`src/rtl/npu_fp_pkg.sv`:
```
// Shared FP32 types and sequencer state encoding for the NPU FP datapath.
// Imported by the accumulation sequencer and its neighbours.
package npu_fp_pkg;

  typedef struct packed {
    logic        sign;
    logic [7:0]  exponent;
    logic [22:0] fraction;
  } fp32_t;

  localparam logic [31:0] FP32_POS_ZERO = 32'h0000_0000;

  typedef enum logic [1:0] {
    S_IDLE  = 2'd0,
    S_ISSUE = 2'd1,
    S_WAIT  = 2'd2,
    S_OUT   = 2'd3
  } acc_state_e;

endpackage

```
`src/rtl/fp32_acc_seq.sv`:
```
// FP32 group accumulator sequencer: folds each input element into a running
// sum through an external 2-stage adder and emits one sum+count per group.
// Ports:
//   i_clk, i_reset            clock, async active-high reset
//   i_data/i_last/i_valid     element stream in, o_ready back
//   o_add_a/o_add_b/o_add_valid, i_add_ready   operands toward adder
//   i_add_result/i_add_valid, o_add_ready      sum back from adder
//   o_sum/o_count/o_valid, i_ready             group result out
module fp32_acc_seq
  import npu_fp_pkg::*;
#(
  parameter int CNT_W = 16
) (
  input  logic             i_clk,
  input  logic             i_reset,
  input  logic [31:0]      i_data,
  input  logic             i_last,
  input  logic             i_valid,
  output logic             o_ready,
  output logic [31:0]      o_add_a,
  output logic [31:0]      o_add_b,
  output logic             o_add_valid,
  input  logic             i_add_ready,
  input  logic [31:0]      i_add_result,
  input  logic             i_add_valid,
  output logic             o_add_ready,
  output logic [31:0]      o_sum,
  output logic [CNT_W-1:0] o_count,
  output logic             o_valid,
  input  logic             i_ready
);

  localparam logic [CNT_W-1:0] CNT_ONE = {{(CNT_W-1){1'b0}}, 1'b1};

  acc_state_e       state_q, state_d;
  fp32_t            acc_q, acc_d;
  logic [31:0]      op_b_q, op_b_d;
  logic             last_q, last_d;
  logic [CNT_W-1:0] count_q, count_d;

  always_comb begin
    state_d = state_q;
    acc_d   = acc_q;
    op_b_d  = op_b_q;
    last_d  = last_q;
    count_d = count_q;
    unique case (state_q)
      S_IDLE: begin
        if (i_valid) begin
          op_b_d  = i_data;
          last_d  = i_last;
          // Saturate instead of wrapping; the sum is unaffected.
          if (count_q != '1) count_d = count_q + CNT_ONE;
          state_d = S_ISSUE;
        end
      end
      S_ISSUE: begin
        if (i_add_ready) state_d = S_WAIT;
      end
      S_WAIT: begin
        if (i_add_valid) begin
          acc_d   = i_add_result;
          state_d = last_q ? S_OUT : S_IDLE;
        end
      end
      S_OUT: begin
        if (i_ready) begin
          acc_d   = FP32_POS_ZERO;
          count_d = '0;
          state_d = S_IDLE;
        end
      end
      default: state_d = S_IDLE;
    endcase
  end

  always_ff @(posedge i_clk or posedge i_reset) begin
    if (i_reset) begin
      state_q <= S_IDLE;
      acc_q   <= FP32_POS_ZERO;
      op_b_q  <= '0;
      last_q  <= 1'b0;
      count_q <= '0;
    end else begin
      state_q <= state_d;
      acc_q   <= acc_d;
      op_b_q  <= op_b_d;
      last_q  <= last_d;
      count_q <= count_d;
    end
  end

  assign o_ready     = (state_q == S_IDLE);
  assign o_add_valid = (state_q == S_ISSUE);
  assign o_add_ready = (state_q == S_WAIT);
  assign o_valid     = (state_q == S_OUT);
  assign o_add_a     = acc_q;
  assign o_add_b     = op_b_q;
  assign o_sum       = acc_q;
  assign o_count     = count_q;

endmodule

```
`config.mk`:
```
export PLATFORM = sky130hd
export DESIGN_NAME = fp32_acc_seq
export DESIGN_NICKNAME = d
export VERILOG_FILES = /design/src/rtl/npu_fp_pkg.sv /design/src/rtl/fp32_acc_seq.sv
export SDC_FILE = /design/constraint.sdc
export NUM_CORES = 1
export LEC_CHECK = 0
export CAP_MARGIN = 20
export CORE_ASPECT_RATIO = 2
export CORE_UTILIZATION = 36
export CTS_CLUSTER_SIZE = 14
export DETAILED_ROUTE_END_ITERATION = 7
export PLACE_DENSITY = 0.79
export SYNTH_ARGS = -nofsm -noshare
export SYNTH_HDL_FRONTEND = slang
export SYNTH_SLANG_ARGS = --single-unit
export TNS_END_PERCENT = 100
```
`constraint.sdc`:
```
create_clock -name i_clk -period 2.8 [get_ports i_clk]
set_input_delay 0.56 -clock i_clk [delete_from_list [all_inputs] [get_ports i_clk]]
set_output_delay 0.56 -clock i_clk [all_outputs]
set_load 0.01 [all_outputs]
```
==> flow_summary_export.csv, run 1 <==
group,metric,value,unit
critical_path,classification_of_the_worst_setup_path,"register to output pin",
place,post_place_worst_slack,0.332,ns
floorplan,initial_util,37.5,%
route,drt_iter0_markers,203,
cts,htree_num_levels,3,
critical_path,r2r-start,"o_count[1]",
yosys,synth_top_cells_by_count,"114 x sky130_fd_sc_hd__nand2_1, 83 x sky130_fd_sc_hd__dfrtp_1, 33 x sky130_fd_sc_hd__a22o_1, 33 x sky130_fd_sc_hd__buf_4, 17 x sky130_fd_sc_hd__clkbuf_1",
grt,grt_overflow,0,
cts,cts_repair_resize_count,0,
sta,period_minus_slack,2.61,ns
critical_path,crit_path_start_kind,"register",
cts,post_cts_buffers,0,
floorplan,num_io_pins,187,
worst_hold_path,min_path_type,"register to register",
grt,grt_util_all_layers,21.5,%
cts,clk_transition_reported_paths,0.06,ns
worst_hold_path,min_path_cells,2,
route,route.final.wire_length,10900,um
cells_and_area,share_of_final_layout_standard_cells_stronger_than_drive_strength_1,5.75,%
sta,drv_slew,0,
route,ant_nets,0,
route,avg_wl_per_cell,16.7,um
grt,grt_first_pass_wirelength,17300,um
power_and_ir_drop,ir_worst_vdd,589,uV
sta,slew_headroom,44.8,%
sta,finalWorstSetupSlack,0.187,ns
place,routabilityCongestion,0.879,
floorplan,die_width,73.6,um
sta,clock_skew,0.00522,ns
outcome,result_of_the_run,"finished clean",
cts,cts_tree,"built",
cells_and_area,final_net_count,590,
yosys,average_size_of_a_mapped_cell,10.1,um2
yosys,synth.yosys.seq_area_share,56.3,%
route,route.detailed.drc,0,
yosys,synth.lib_cells_used.distinct,44,
sta,worstMarginPinSlew,0.823,ns
yosys,synth.largest_area_cell,"sky130_fd_sc_hd__dfrtp_1",
grt,first_global_vias,3404,
worst_hold_path,worstHoldStart,"o_add_b[22]",
critical_path,r2r_slack,0.44,ns
cts,numCtsBuffers,9,
sta,report.final.hold_viol_count,0,
yosys,synth_top_area_share,56.3,%
yosys,post_synth_instance_area,3690,um2
sta,layout_worst_path_cycle_share,93.3,%
sta,grt_setup_unrepaired,"false",
critical_path,worstRegToRegCells,5,
floorplan,die_height,145,um
cts,clock_insertion_delay_worst_skew,0.33,ns
floorplan,die-area,10700,um2
cells_and_area,final_util,58.6,%
critical_path,crit_path_max_fanout,11,
cells_and_area,postLayoutCellArea,5760,um2
place,placedInstanceArea,5470,um2
flow_run,cap_viol_max_count,0,
power_and_ir_drop,power.density,1050,nW/um2
critical_path,critPathArrivalTime,2.05,ns
power_and_ir_drop,total_leakage_power,2.55,nW
cells_and_area,n_fill_cell,897,
yosys,syn_nets,436,
cts,clkSinkCount,83,
floorplan,core,9830,um2
grt,grt_antenna_before_repair,0,
yosys,yosys_warnings,0,
cells_and_area,flow.area_growth_from_synthesis,56.0,%
yosys,synth_edf_count,0,
floorplan,core.rowCount,51,
sta,totalNegativeSetupSlack,0,ns
grt,maximum_number_of_pins_on_one_net_before_global_route_repair,53,
yosys,postSynthCellCount,364,
route,routed_via_density,5.04,
critical_path,critical_path_endpoint_category,"output pin",
sta,fmaxAchievable,383,MHz
cts,post_cts_hold_buffer_count,0,
route,vias,3293,
place,post-dp-hpwl,8180,um
place,portBuffers,186,
critical_path,worst_endpoint_required_time,2.24,ns
route,first_pass_iters,4,
cts,clockBufferDepth,2,
sta,setup-violations-final,0,
worst_hold_path,holdPathEnd,"o_add_b[22]",
yosys,synth.most_common_cell,"sky130_fd_sc_hd__nand2_1",
yosys,synth_seq_cells,83,
yosys,synth_flop_cell,"sky130_fd_sc_hd__dfrtp_1",
yosys,synth_area_leaders,"sky130_fd_sc_hd__dfrtp_1 56%, sky130_fd_sc_hd__nand2_1 12%, sky130_fd_sc_hd__a22o_1 7.8%",
cts,cts.root.buffer_cell,"sky130_fd_sc_hd__clkbuf_16",
yosys,asyncSetResetFlopFracSynth,100,%
critical_path,worst_r2r_endpoint,"o_count[0]",
cells_and_area,num_antenna_cells,0,
## final cells by class
type	count	area, um2	share of cell area [%]
timing repair buffer	195	1940	33.7
tap	132	165	2.87
inverter	6	23.8	0.413
clock buffer	10	229	3.98
sequential	83	2080	36.1
multi-input combinational	223	1260	22.0
clock inverter	5	55.1	0.957
## routing by layer
metal,part of all wire (%),vias up,routed length (um),global-route usage (%)
met1,35,1592,3840,22.0
met4,4.5,0,488,13.5
met2,55,134,6040,37.8
met3,5.0,35,542,4.93
li1,-,1532,-,-
met5,0,-,0,0
## cell usage in the layout, fill, tap and decap left out, types with 3 or more instances in the layout
cell type,Yosys,final
sky130_fd_sc_hd__clkbuf_16,0,9
sky130_fd_sc_hd__nor2b_1,4,4
sky130_fd_sc_hd__a22o_1,33,33
sky130_fd_sc_hd__and3_1,3,3
sky130_fd_sc_hd__clkinv_2,0,3
sky130_fd_sc_hd__o21ai_0,6,6
sky130_fd_sc_hd__inv_1,6,5
sky130_fd_sc_hd__nor3_1,5,5
sky130_fd_sc_hd__nand3_1,6,6
sky130_fd_sc_hd__a21oi_1,7,6
sky130_fd_sc_hd__buf_4,33,8
sky130_fd_sc_hd__a211o_1,6,6
sky130_fd_sc_hd__clkdlybuf4s50_1,0,186
sky130_fd_sc_hd__dfrtp_1,83,83
sky130_fd_sc_hd__nand2_1,114,114
sky130_fd_sc_hd__mux2i_1,3,3
## metrics by stage
step / power, W / instances / hold WS (ns)
finish: 0.00605 / 654 / 0.477
global route: 0.00640 / 654 / 0.491
CTS: 0.00612 / 654 / 0.481
detailed placement: 0.00494 / 639 / 0.461
global placement: 0.00486 / 639 / 0.459
floorplan: 0.00344 / 364 / 0.463
## worst max-delay path, cell delays in order (launching register included)
cell and delay, ns:
sky130_fd_sc_hd__dfrtp_1 0.53, sky130_fd_sc_hd__nand2_1 0.33, sky130_fd_sc_hd__inv_1 0.29, sky130_fd_sc_hd__clkdlybuf4s50_1 0.58
## report_power, final
group	internal (W)	switching [W]	total (W)	leakage, nW
registers	0.00169	0.000429	0.00212	1.04
clock network	0.000682	0.000454	0.00114	0.134
logic	0.00159	0.00121	0.00280	1.37
total	0.00396	0.00209	0.00605	2.55
## worst max path at each step
stage	endpoint	depth (start not counted)	start	slack, ns
after CTS	o_valid	3	state_q[0]	0.24
after global placement	o_count[8]	5	i_valid	0.35
final	o_valid	3	state_q[1]	0.19
after detailed placement	o_count[8]	5	i_valid	0.33
after global routing	o_valid	3	state_q[1]	0.10
after floorplan	last_q	1	i_reset	0.10
## cells by family after synthesis
kind of cell / Yosys count / synth area share, %
simple gates: 150 / 17.9
flops: 83 / 56.3
compound gates: 68 / 14.6
buf+inv: 58 / 9.67
mux: 4 / 1.12
fa+ha+maj: 1 / 0.339
## sequential cells by signal, indices dropped and copies added (netlist names)
register,count
o_add_b,32
last_q,1
o_count,16
state_q,2
o_add_a,32
No activity file was read; power rests on OpenSTA's default activity.
==> inputs of run 2 (changes only) <==
Settings changed: CORE_UTILIZATION 36 to 43, GPL_TIMING_DRIVEN set to 0, PLACE_DENSITY 0.79 to 0.89, REMOVE_ABC_BUFFERS set to 1.
Clock period 2.8 ns to 3.1 ns, I/O delays scaled along.
==> flow_summary_export.csv, run 2 (same netlist as run 1, synthesis figures left out) <==
group,metric,value,unit
critical_path,crit_path_max_fanout,11,
critical_path,cp_cell_sequence,"nand2_1 -> inv_1 -> clkdlybuf4s50_1",
grt,grt_first_pass_wirelength,16000,um
route,route.detailed.drc,0,
cells_and_area,layout.cells.most_common,"sky130_fd_sc_hd__clkdlybuf4s50_1",
floorplan,num_io_pins,187,
cells_and_area,most-common-layout-cells,"186 x sky130_fd_sc_hd__clkdlybuf4s50_1, 114 x sky130_fd_sc_hd__nand2_1, 83 x sky130_fd_sc_hd__dfrtp_1",
place,post-dp-hpwl,7570,um
outcome,result_of_the_run,"finished clean",
floorplan,initial_util,44.5,%
cells_and_area,final_net_count,586,
power_and_ir_drop,pwr-share-comb,45.5,%
sta,clock_skew,0.0104,ns
cells_and_area,flow.area_growth_from_synthesis,56.3,%
power_and_ir_drop,power.sequential.fraction,34.2,%
power_and_ir_drop,switching_share,33.9,%
critical_path,classification_of_the_worst_setup_path,"register to output pin",
cts,htree_num_levels,3,
floorplan,die_height,133,um
power_and_ir_drop,internal_pwr_total,0.00369,W
route,routed_via_density,5.28,
cts,clk_transition_reported_paths,0.06,ns
route,avg_wl_per_cell,16.6,um
floorplan,die-area,8970,um2
critical_path,critPathArrivalTime,2.07,ns
place,placedInstanceArea,5450,um2
sta,grt_setup_unrepaired,"false",
sta,report.final.hold_viol_count,0,
grt,grt_overflow,0,
cts,clock_insertion_delay_worst_skew,0.33,ns
cells_and_area,num_antenna_cells,0,
grt,first_global_vias,3268,
sta,worstMarginPinSlew,0.928,ns
critical_path,critical_path_endpoint_category,"output pin",
cells_and_area,final_util,69.5,%
route,vias,3259,
cells_and_area,postLayoutCellArea,5770,um2
grt,grt_antenna_before_repair,0,
floorplan,core.rowCount,47,
floorplan,core,8290,um2
route,route.final.wire_length,10200,um
critical_path,worst_path_largest_cell_delay,0.58,ns
cts,clkSinkCount,83,
grt,grt_util_all_layers,23.9,%
cells_and_area,n_fill_cell,594,
route,first_pass_iters,5,
cts,post_cts_buffers,0,
cts,numCtsBuffers,9,
sta,period_minus_slack,2.69,ns
power_and_ir_drop,ir_worst_vdd,601,uV
route,ant_nets,0,
sta,fmaxAchievable,372,MHz
power_and_ir_drop,switching_power,0.00189,W
critical_path,worst_endpoint_required_time,2.48,ns
power_and_ir_drop,power.density,967,nW/um2
grt,maximum_number_of_pins_on_one_net_before_global_route_repair,48,
sta,totalNegativeSetupSlack,0,ns
critical_path,crit_path_start_kind,"register",
power_and_ir_drop,total_leakage_power,2.56,nW
cts,cts_repair_resize_count,0,
power_and_ir_drop,clock_power_share,20.3,%
cells_and_area,share_of_final_layout_standard_cells_stronger_than_drive_strength_1,5.39,%
cts,clockBufferDepth,2,
worst_hold_path,min_path_type,"register to register",
sta,setup-violations-final,0,
place,routabilityCongestion,0.866,
sta,drv_slew,0,
sta,slew_headroom,38.1,%
cts,cts.root.buffer_cell,"sky130_fd_sc_hd__clkbuf_16",
cts,post_cts_hold_buffer_count,0,
floorplan,die_width,67.5,um
flow_run,cap_viol_max_count,0,
critical_path,worst_path_max_delay_cell,"sky130_fd_sc_hd__clkdlybuf4s50_1",
cts,cts_tree,"built",
sta,layout_worst_path_cycle_share,86.7,%
place,portBuffers,186,
route,drt_iter0_markers,325,
-- run 2: changes by cell type in the layout (fill, tap and decap cells not counted), moves of 2 or more --
cell,change
sky130_fd_sc_hd__buf_16,+2
sky130_fd_sc_hd__buf_4,-8
sky130_fd_sc_hd__buf_8,+2
sky130_fd_sc_hd__clkinv_2,-2
sky130_fd_sc_hd__clkinv_4,+2
-- run 2: worst max-delay path: cells and delay by family, from the launching register on --
family	cells	cell delay [ns]
buffers and inverters	2	0.86
and+or+nand+nor	1	0.32
DFF	1	0.56
-- run 2: cell type report --
class / instances / area (um2) / share of cell area, %
sequential: 83 / 2080 / 36.0
timing repair buffer: 191 / 1960 / 34.0
multi-input combinational: 223 / 1260 / 21.9
clock buffer: 10 / 229 / 3.97
tap: 98 / 123 / 2.13
clock inverter: 6 / 90.1 / 1.56
inverter: 6 / 25.0 / 0.434
-- run 2: path summary, 6_finish.rpt --
path                            start     endpoint  slack [ns]  depth (start not counted)
setup / recovery           state_q[1]      o_valid        0.41                          3
hold / removal             o_add_b[8]   o_add_b[8]        0.47                          2
setup reg to reg           o_count[0]   o_count[0]        0.61                          5
hold reg to reg            o_add_b[8]   o_add_b[8]        0.47                          2
max in group asynchronous     i_reset   o_add_a[7]        1.83                          3
min in group asynchronous     i_reset  o_add_b[11]        0.67                          2
-- run 2: metal layers --
metal | routed length (um) | share of wire, % | GRT usage (%)
met1 | 3810 | 37 | 26.3
met3 | 507 | 5.0 | 6.03
met2 | 5570 | 54 | 40.3
met5 | 0 | 0 | 0
met4 | 340 | 3.3 | 12.9
-- run 2: power groups by stage --
| stage | combinational [W] | sequential (W) | clock, W |
|---|---|---|---|
| after floorplan | 0.000699 | 0.00214 | 0 |
| after global placement | 0.00243 | 0.00188 | 0 |
| after detailed placement | 0.00255 | 0.00191 | 0 |
| after CTS | 0.00256 | 0.00190 | 0.00116 |
| after global routing | 0.00272 | 0.00196 | 0.00122 |
| final | 0.00254 | 0.00190 | 0.00113 |
-- run 2: through the flow --
step | setup WS, ns | total power [W] | hold WS (ns) | instances
2_1_floorplan | -0.0676 | 0.00283 | 0.463 | 312
3_3_place_gp | -1.78 | 0.00431 | 0.458 | 596
3_5_place_dp | 0.0841 | 0.00446 | 0.462 | 601
4_1_cts | 0.424 | 0.00562 | 0.477 | 617
5_1_grt | 0.319 | 0.00590 | 0.492 | 617
6_report | 0.413 | 0.00558 | 0.474 | 617
